==> src/rtl/title_pixel_fetcher.sv <==
// title_pixel_fetcher
//
// Purpose: streams the 8-bit-per-pixel title image from SRAM to the colour
// mapper. Each 16-bit SRAM word holds two pixels: the low byte is the even
// DrawX pixel and the high byte is the odd DrawX pixel. Words are prefetched
// ahead of the raster into a small FIFO, so SRAM latency and arbitration
// stalls are hidden during active video.
//
// Optional build macro: TITLE_HALF_RES_EN
//   Defined:   the source image is H_ACTIVE/2 x V_ACTIVE/2 and each source
//              pixel is shown 2x2. Each source line is fetched twice.
//   Undefined: full-resolution image, one word per output pixel pair.
//
// Ports:
//   Clk          in   system clock
//   Reset        in   synchronous, active-low reset
//   enable       in   title screen shown; low forces IDLE and flushes
//   frame_start  in   one-cycle pulse in vertical blank, before line 0
//   pix_en       in   one-cycle pulse per pixel advance
//   DrawX/DrawY  in   current raster column/row (10 bits each)
//   sram_req     out  read request
//   sram_addr    out  read word address (ADDR_W bits)
//   sram_gnt     in   request accepted this cycle
//   sram_rvalid  in   read data valid (in order, latency >= 1)
//   sram_rdata   in   read data (16 bits)
//   Color_Idx    out  current pixel-pair word, 0 while the FIFO is empty
//   underrun     out  sticky: a pixel was consumed with the FIFO empty
module title_pixel_fetcher #(
  parameter int                H_ACTIVE   = 640,
  parameter int                V_ACTIVE   = 480,
  parameter int                ADDR_W     = 20,
  parameter logic [ADDR_W-1:0] BASE_ADDR  = '0,
  parameter int                FIFO_DEPTH = 4
) (
  input  logic              Clk,
  input  logic              Reset,
  input  logic              enable,
  input  logic              frame_start,
  input  logic              pix_en,
  input  logic [9:0]        DrawX,
  input  logic [9:0]        DrawY,
  output logic              sram_req,
  output logic [ADDR_W-1:0] sram_addr,
  input  logic              sram_gnt,
  input  logic              sram_rvalid,
  input  logic [15:0]       sram_rdata,
  output logic [15:0]       Color_Idx,
  output logic              underrun
);

`ifdef TITLE_HALF_RES_EN
  localparam int WORDS_PER_LINE = H_ACTIVE / 4;
  localparam int COL_W          = $clog2(WORDS_PER_LINE);
`else
  localparam int WORDS_PER_LINE = H_ACTIVE / 2;
`endif
  // Half-res counts every output line, so each source line is counted twice.
  localparam int TOTAL_WORDS = WORDS_PER_LINE * V_ACTIVE;
  localparam int GCNT_W      = $clog2(TOTAL_WORDS + 1);
  localparam int PTR_W       = $clog2(FIFO_DEPTH);
  localparam int CNT_W       = PTR_W + 1;
  localparam int LVL_W       = CNT_W + 1;
  localparam logic [LVL_W-1:0] DEPTH_LVL = LVL_W'(FIFO_DEPTH);
  localparam logic [10:0]      H_LIM     = 11'(H_ACTIVE);
  localparam logic [10:0]      V_LIM     = 11'(V_ACTIVE);

  typedef enum logic [1:0] {S_IDLE, S_FILL, S_RUN, S_DONE} state_t;

  state_t              r_state;
  state_t              w_state_next;
  logic [ADDR_W-1:0]   r_addr;
  logic [CNT_W-1:0]    r_outstanding;
  logic [CNT_W-1:0]    r_discard;
  logic [CNT_W-1:0]    w_out_next;
  logic [GCNT_W-1:0]   r_gcnt;
  logic                r_underrun;
  logic [15:0]         r_mem [FIFO_DEPTH];
  logic [PTR_W-1:0]    r_wr_ptr;
  logic [PTR_W-1:0]    r_rd_ptr;
  logic [CNT_W-1:0]    r_count;
`ifdef TITLE_HALF_RES_EN
  logic [COL_W-1:0]    r_fetch_col;
  logic                r_fetch_pass;
  logic [7:0]          w_byte;
`endif

  logic              w_grant;
  logic              w_flush;
  logic              w_active;
  logic              w_slot;
  logic              w_pop_req;
  logic              w_pop;
  logic              w_push;
  logic              w_drop;
  logic              w_empty;
  logic              w_last_grant;
  logic [LVL_W-1:0]  w_level;
  logic [15:0]       w_head;

  assign w_grant  = sram_req & sram_gnt;
  // Dropping enable keeps the block flushed every cycle it stays low.
  assign w_flush  = ~enable | frame_start;
  assign w_active = ({1'b0, DrawX} < H_LIM) && ({1'b0, DrawY} < V_LIM);
`ifdef TITLE_HALF_RES_EN
  assign w_slot   = pix_en & w_active & (DrawX[1:0] == 2'b11);
`else
  assign w_slot   = pix_en & w_active & DrawX[0];
`endif
  assign w_pop_req    = w_slot & (r_state != S_IDLE) & ~w_flush;
  assign w_empty      = (r_count == '0);
  assign w_pop        = w_pop_req & ~w_empty;
  // Responses requested before the last flush are dropped, not buffered.
  assign w_drop       = sram_rvalid & (r_discard != '0);
  assign w_push       = sram_rvalid & ~w_drop & ~w_flush;
  assign w_level      = {1'b0, r_count} + {1'b0, r_outstanding};
  assign w_last_grant = w_grant && (r_gcnt == GCNT_W'(TOTAL_WORDS - 1));
  assign w_head       = r_mem[r_rd_ptr];
  assign sram_addr    = r_addr;
  assign underrun     = r_underrun;

  always_comb begin
    w_out_next = r_outstanding;
    if (w_grant && !sram_rvalid) begin
      w_out_next = r_outstanding + 1'b1;
    end else if (!w_grant && sram_rvalid) begin
      w_out_next = r_outstanding - 1'b1;
    end
  end

  // FSM: state register
  always_ff @(posedge Clk) begin
    if (!Reset) begin
      r_state <= S_IDLE;
    end else begin
      r_state <= w_state_next;
    end
  end

  // FSM: next state
  always_comb begin
    w_state_next = r_state;
    if (!enable) begin
      w_state_next = S_IDLE;
    end else if (frame_start) begin
      w_state_next = S_FILL;
    end else begin
      case (r_state)
        S_FILL: begin
          if (w_last_grant) begin
            w_state_next = S_DONE;
          end else if (w_pop_req) begin
            w_state_next = S_RUN;
          end
        end
        S_RUN: begin
          if (w_last_grant) begin
            w_state_next = S_DONE;
          end
        end
        default: ;
      endcase
    end
  end

  // FSM: outputs. In-flight reads count against FIFO space so a response
  // can never arrive with the FIFO full.
  always_comb begin
    sram_req = 1'b0;
    if ((r_state == S_FILL || r_state == S_RUN) && (w_level < DEPTH_LVL)) begin
      sram_req = 1'b1;
    end
  end

  // Address generation and in-flight bookkeeping
  always_ff @(posedge Clk) begin
    if (!Reset) begin
      r_addr        <= BASE_ADDR;
      r_outstanding <= '0;
      r_discard     <= '0;
      r_gcnt        <= '0;
`ifdef TITLE_HALF_RES_EN
      r_fetch_col   <= '0;
      r_fetch_pass  <= 1'b0;
`endif
    end else begin
      r_outstanding <= w_out_next;
      if (w_flush) begin
        // Everything still in flight after this edge belongs to the old frame.
        r_addr       <= BASE_ADDR;
        r_discard    <= w_out_next;
        r_gcnt       <= '0;
`ifdef TITLE_HALF_RES_EN
        r_fetch_col  <= '0;
        r_fetch_pass <= 1'b0;
`endif
      end else begin
        if (w_drop) begin
          r_discard <= r_discard - 1'b1;
        end
        if (w_grant) begin
          r_gcnt <= r_gcnt + 1'b1;
`ifdef TITLE_HALF_RES_EN
          // After the first pass over a source line, rewind to its start so
          // the odd output line re-reads the same words.
          if (r_fetch_col == COL_W'(WORDS_PER_LINE - 1)) begin
            r_fetch_col  <= '0;
            r_fetch_pass <= ~r_fetch_pass;
            if (r_fetch_pass) begin
              r_addr <= r_addr + 1'b1;
            end else begin
              r_addr <= r_addr - ADDR_W'(WORDS_PER_LINE - 1);
            end
          end else begin
            r_fetch_col <= r_fetch_col + 1'b1;
            r_addr      <= r_addr + 1'b1;
          end
`else
          r_addr <= r_addr + 1'b1;
`endif
        end
      end
    end
  end

  // Word FIFO storage
  always_ff @(posedge Clk) begin
    if (w_push) begin
      r_mem[r_wr_ptr] <= sram_rdata;
    end
  end

  // FIFO pointers, occupancy and underrun flag
  always_ff @(posedge Clk) begin
    if (!Reset) begin
      r_wr_ptr   <= '0;
      r_rd_ptr   <= '0;
      r_count    <= '0;
      r_underrun <= 1'b0;
    end else if (w_flush) begin
      r_wr_ptr   <= '0;
      r_rd_ptr   <= '0;
      r_count    <= '0;
      r_underrun <= 1'b0;
    end else begin
      if (w_push) begin
        r_wr_ptr <= r_wr_ptr + 1'b1;
      end
      if (w_pop) begin
        r_rd_ptr <= r_rd_ptr + 1'b1;
      end
      case ({w_push, w_pop})
        2'b10:   r_count <= r_count + 1'b1;
        2'b01:   r_count <= r_count - 1'b1;
        default: ;
      endcase
      if (w_pop_req && w_empty) begin
        r_underrun <= 1'b1;
      end
    end
  end

  // Pixel output
`ifdef TITLE_HALF_RES_EN
  assign w_byte = DrawX[1] ? w_head[15:8] : w_head[7:0];
  always_comb begin
    Color_Idx = 16'h0000;
    if (!w_empty) begin
      Color_Idx = {w_byte, w_byte};
    end
  end
`else
  always_comb begin
    Color_Idx = 16'h0000;
    if (!w_empty) begin
      Color_Idx = w_head;
    end
  end
`endif

endmodule

==> config.mk <==
export PLATFORM = sky130hd
export DESIGN_NAME = title_pixel_fetcher
export DESIGN_NICKNAME = d
export VERILOG_FILES = /design/src/rtl/title_pixel_fetcher.sv
export SDC_FILE = /design/constraint.sdc
export NUM_CORES = 1
export LEC_CHECK = 0
export ABC_AREA = 1
export ABC_CLOCK_PERIOD_IN_PS = 2100
export BUFFER_PORTS_ARGS = -buffer_cell sky130_fd_sc_hd__clkbuf_2
export CORE_ASPECT_RATIO = 1.1
export CORE_UTILIZATION = 30
export CTS_BUF_LIST = sky130_fd_sc_hd__clkbuf_8
export DETAILED_ROUTE_END_ITERATION = 10
export GPL_TIMING_DRIVEN = 0
export PLACE_DENSITY_LB_ADDON = 0.2
export SYNTH_ARGS = -nofsm -noshare
export SYNTH_HDL_FRONTEND = slang
export SYNTH_SLANG_ARGS = --single-unit
==> constraint.sdc <==
create_clock -name Clk -period 2.1 [get_ports Clk]
set_input_delay 0.21 -clock Clk [delete_from_list [all_inputs] [get_ports Clk]]
set_output_delay 0.21 -clock Clk [all_outputs]
set_load 0.1 [all_outputs]
# After elaboration in Yosys (flattened, before gate mapping)
# Memory sizes are Yosys's and may differ from the RTL's. A register that Yosys moved wholly into a read port is not among the register bits.
# Cells that the tools add are included.
# W data, S select, Z words.
[word_totals]
regBits = 54
ramBits = 64
inputBits = 43
out_inout_bits = 38
word_cells = 85
memories = 1
[mem_list]
columns = ["name", "depth", "word_bits", "rd", "rd_ports_with_merged_regs", "wr", "line", "text"]
rows = [
  ["r_mem", 4, 16, 1, 1, 1, "77", "logic [15:0] r_mem [FIFO_DEPTH];"],
]
[op_classes]
addsub = 10
magnitude_cmp = 3
n_eq_ne = 9
muxes = 16
bitwise_logic = 15
n_reduce_logical = 21
[ops]
columns = ["cell", "count"]
rows = [
  ["$add A20 B1 Y20 const B", 1],
  ["$add A18 B1 Y18 const B", 1],
  ["$eq A18 B18 Y1 const B", 1],
  ["$mux W16", 1],
  ["$mux W3", 4],
  ["$lt A10 B10 Y1 const B", 1],
  ["$lt A10 B9 Y1 const B", 1],
  ["$mux W2", 5],
  ["$and A1 B1 Y1", 9],
  ["$sub A3 B1 Y3 const B", 3],
  ["$reduce_bool A2 Y1", 4],
  ["$add A3 B1 Y3 const B", 2],
  ["$logic_and A1 B1 Y1", 6],
  ["$ne A3 B3 Y1 const B", 2],
  ["$pmux W3 S2", 1],
  ["$reduce_and A3 Y1", 2],
  ["$reduce_bool A3 Y1", 2],
  ["$not A1 Y1", 5],
  ["$add A2 B1 Y2 const B", 2],
  ["$add A3 B3 Y4", 1],
  ["$eq A2 B1 Y1 const B", 2],
  ["$eq A2 B2 Y1 const B", 2],
  ["$lt A4 B3 Y1 const B", 1],
  ["$mux W1", 4],
  ["other kinds (10)", 11],
]

# Logic depth before layout (Yosys ltp)
[depth]
depth_word = 10
depth_mapped = 13
mapped_depth_nobuf = 13

# Worst setup path after synthesis
# No wires, ideal clock.
[synth_path]
path_kind = "register -> output"
start = "register (tool-made name)"
end = "output port Color_Idx[11]"
t_arrival_ps = 2487
t_required_ps = 1890
slack_ps = -597
path_stages_with_launch = 7
n_path_buf = 2
cell_sequence = "dfxtp_1 clkbuf_1 clkbuf_1 nor2_1 nor2_1 o21ai_0 a21oi_1"
[synth_lines]
columns = ["item", "line", "text"]
rows = [
  ["to (decl)", "47", "output logic [15:0] Color_Idx,"],
]

# Final worst setup path
[layout_path]
start = "register r_state[0]"
end = "register r_count[2]"
[layout_via]
elab_chain_len = 6
word_cells_on_any_way = 8
classes_between = "2 x eq/ne; 1 x mux; 3 x bitwise; 2 x reduce/logical"
[layout_lines]
columns = ["item", "line", "text"]
rows = [
  ["from (decl)", "69", "state_t r_state;"],
  ["from (signal assigned)", "135", "r_state <= w_state_next;"],
  ["$reduce_bool A2 Y1 *", "109", "assign w_pop_req = w_slot & (r_state != S_IDLE) & ~w_flush;"],
  ["$and A1 B1 Y1 * (2 in series)", "109", ""],
  ["$and A1 B1 Y1 *", "111", "assign w_pop = w_pop_req & ~w_empty;"],
  ["net w_pop", "92", "logic w_pop;"],
  ["$eq A2 B1 Y1 or $eq A2 B2 Y1 (tied branches)", "251", "case ({w_push, w_pop})"],
  ["$pmux W3 S2 or $reduce_bool A2 Y1 (tied branches)", "-", ""],
  ["to (signal assigned)", "252", "2'b10: r_count <= r_count + 1'b1;"],
  ["to (signal assigned)", "253", "2'b01: r_count <= r_count - 1'b1;"],
  ["to (decl)", "80", "logic [CNT_W-1:0] r_count;"],
]
# Mark *: on every way through the listed nets, which the timed path passes. The rest lies on a longest branch.
# A chain may end at the register's enable or synchronous reset.

==> flow_metrics.tcl <==
set metrics [dict create \
    worstPathCellList "inv_2, ha_4, nor2_4, nor3b_4, nand2_2, nor2_4, ha_4, inv_4, fa_2, a21oi_2, o21ai_2, o21ai_1, a21oi_1" \
    layout_commonest_cell "nand2_1" \
    start_kind "flip-flop" \
    clock_path_buffers 2 \
    maxCapViolations 0 \
    cts-root-buf "clkbuf_8" \
    met3_length_um 444 \
    vias_per_cell 4.563 \
    numCtsBuffers 17 \
    drive_gt1_frac 0.2458 \
    wl_per_cell_um 13.69 \
    yosysWarnings 0 \
    dieArea_sq_um 19170 \
    pwr_density_cell_nw_per_um2 664.1 \
    layout.nets 820 \
    drtIter0Drc 179 \
    holdWs_ps 61.81 \
    synth_seq_cells 120 \
    routed-via-count 4613 \
    die_y_um 145.1 \
    remaining_drc_errors 0 \
    crit_type "reg -> reg" \
    leakagePower_nw 2.745 \
    max_freq_ghz 0.4833 \
    avgSynthCellArea_sq_um 8.673 \
    io_buffers 69 \
    wirelength_met1_um 6001 \
    clk_latency_ps 440 \
    area_growth_pct 33.33 \
    start_util 0.3115 \
    required_ps 2420 \
    final_cell_mix "nand2_1 (107), nor2_1 (104), edfxtp_1 (64), inv_1 (61), clkbuf_2 (54)" \
    hold_class "in -> reg" \
    slowest_stage "fa_2" \
    gp_congestion 0.7930 \
    report.final.slew_viol_count 0 \
    die_w_um 132.1 \
    synth_nets 704 \
    synth_cells 644 \
    synth_cell_types 33 \
    finalClockSkew_ps 10.92 \
    antenna_cells 0 \
    wl_met2_um 7230 \
    tightest_slew_ps 648.2 \
    highest_layer "met4" \
    grt_max_degree 17 \
    timing_hold_violations_final 0 \
    cts_max_level 4 \
    slew_headroom 0.5679 \
    grt_pass1_vias 4651 \
    rsz0062_at_grt "yes" \
    period_share 0.9854 \
    dp_hpwl_um 9754 \
    rows 51 \
    firstDrtPassIters 5 \
    io_pins 81 \
    crit_fanout 3 \
    clk_pin_slew_worst_paths_ps 70 \
    cp_num_buf_inv 2 \
    post-route-util 0.4153 \
    wirelength_um 13840 \
    grt_pass1_wl_um 22740 \
    ir_drop_mv 0.4080 \
    synthFlopType "edfxtp_1" \
    grt_use_total 0.1523 \
    critPathMaxStageDelay_ps 350 \
    cts.sinks 120 \
    overflow 0 \
    yosysSeqAreaShare 0.5448 \
    antenna_found_initial 0 \
    arrival_ps 2390 \
    finalSetupViolCount 0 \
    end_kind "flip-flop" \
    crit_family "adder cells" \
    syn-cell-area_sq_um 5585 \
    outcome "finished, final reports clean" \
    ant_nets 0 \
    cts_tree "yes" \
    synth_edf_count 64 \
    stdcell_area_sq_um 7447 \
    fin_crit_ps 2069 \
    place_area_sq_um 6450 \
    core_sq_um 17930 \
    async_flop_share 0 \
]
-- registers in the layout (all words and copies together), names as in the netlist, named ones only --
register	count
r_discard	3
r_gcnt	18
r_mem	64
r_wr_ptr	2
r_outstanding	3
underrun	1
sram_addr	20
r_count	3
r_rd_ptr	2
r_state	2
-- worst register-to-register path: stages, from the launching register on --
cell and delay, ps:
dfxtp_2 340, inv_2 60, ha_4 160, nor2_4 60, nor3b_4 180, nand2_2 100
nor2_4 120, ha_4 150, inv_4 40, fa_2 350, a21oi_2 140, o21ai_2 80
o21ai_1 130, a21oi_1 50
-- cell usage after synthesis, types with 3 or more instances --
cell type  number  area [sq um]
nand3_1        18         90.09
ha_1           16         200.2
nor2_2          6         37.54
clkbuf_1       12         45.04
nand3b_1        3         22.52
dfxtp_1        56          1121
nand4_1         8         50.05
xor2_1         12         105.1
inv_1          64         240.2
a21oi_1        59         295.3
buf_2           6         30.03
nand2_1       109         409.1
nor3_1         16         80.08
o21ai_0        55         275.3
nor3b_2         3         37.54
edfxtp_1       64          1922
nor2_1        111         416.7
-- cell families (layout without fill, tap and decap cells) --
family / Yosys count / in the layout / share of synthesized area
flip-flops: 120 / 120 / 0.5448
XOR/XNOR: 14 / 14 / 0.02195
AO/OA/AOI/OAI: 120 / 120 / 0.1098
AND/OR/NAND/NOR: 287 / 287 / 0.2249
buffers and inverters: 86 / 215 / 0.05914
adder cells (fa/ha/maj): 17 / 17 / 0.03943
-- power by group --
group | switching (mW) | internal, mW | total [mW]
combinational | 0.205 | 0.132 | 0.338
sequential | 0.0186 | 2.50 | 2.52
clock | 0.931 | 1.15 | 2.08
total | 1.15 | 3.79 | 4.95
-- area by class of cell --
type                            instances  area [sq um]
Clock buffer                           17         234.0
Multi-Input combinational cell        438          2476
Inverter                               67         260.3
Buffer                                 18         113.9
Timing Repair Buffer                   98         852.1
Tap cell                              238         297.8
Clock inverter                         15         162.7
Fill cell                            1762         10480
Sequential cell                       120          3050
-- layer usage --
layer / vias up / GRT usage
met1: 2165 / 0.1689
met4: 0 / 0.05116
met3: 9 / 0.03843
li1: 2369 / -
met2: 70 / 0.2799
met5: - / 0
-- timing repair --
item                       4_1_cts  5_1_grt
hold buffers                    17        0
setup endpoints to repair       76       51
gates resized for setup         71       61
pin swaps                        6        6
setup buffers                    7        1
hold endpoints to repair        62        0
-- through the flow --
stage / instances / power (mW) / setup slack, ps / TNS, ps
5_1_grt: 1011 / 5.142 / -142.1 / -361.4
3_5_place_dp: 955 / 2.858 / -527.1 / -15050
2_1_floorplan: 644 / 2.757 / -62.56 / -4146
6_report: 1011 / 4.945 / 30.74 / 0
3_3_place_gp: 951 / 2.842 / -852.3 / -58900
4_1_cts: 1010 / 4.991 / 0.1712 / 0
-- final timing paths --
| path | endpoint | start | cells past startpoint | slack, ps |
|---|---|---|---|---|
| max | r_count[2] | r_state[0] | 13 | 30 |
| min | r_discard[0] | Reset | 3 | 60 |
| max reg2reg | r_count[2] | r_state[0] | 13 | 30 |
| min reg2reg | flip-flop | r_rd_ptr[1] | 2 | 470 |
No activity file was read; power rests on OpenSTA's default activity.
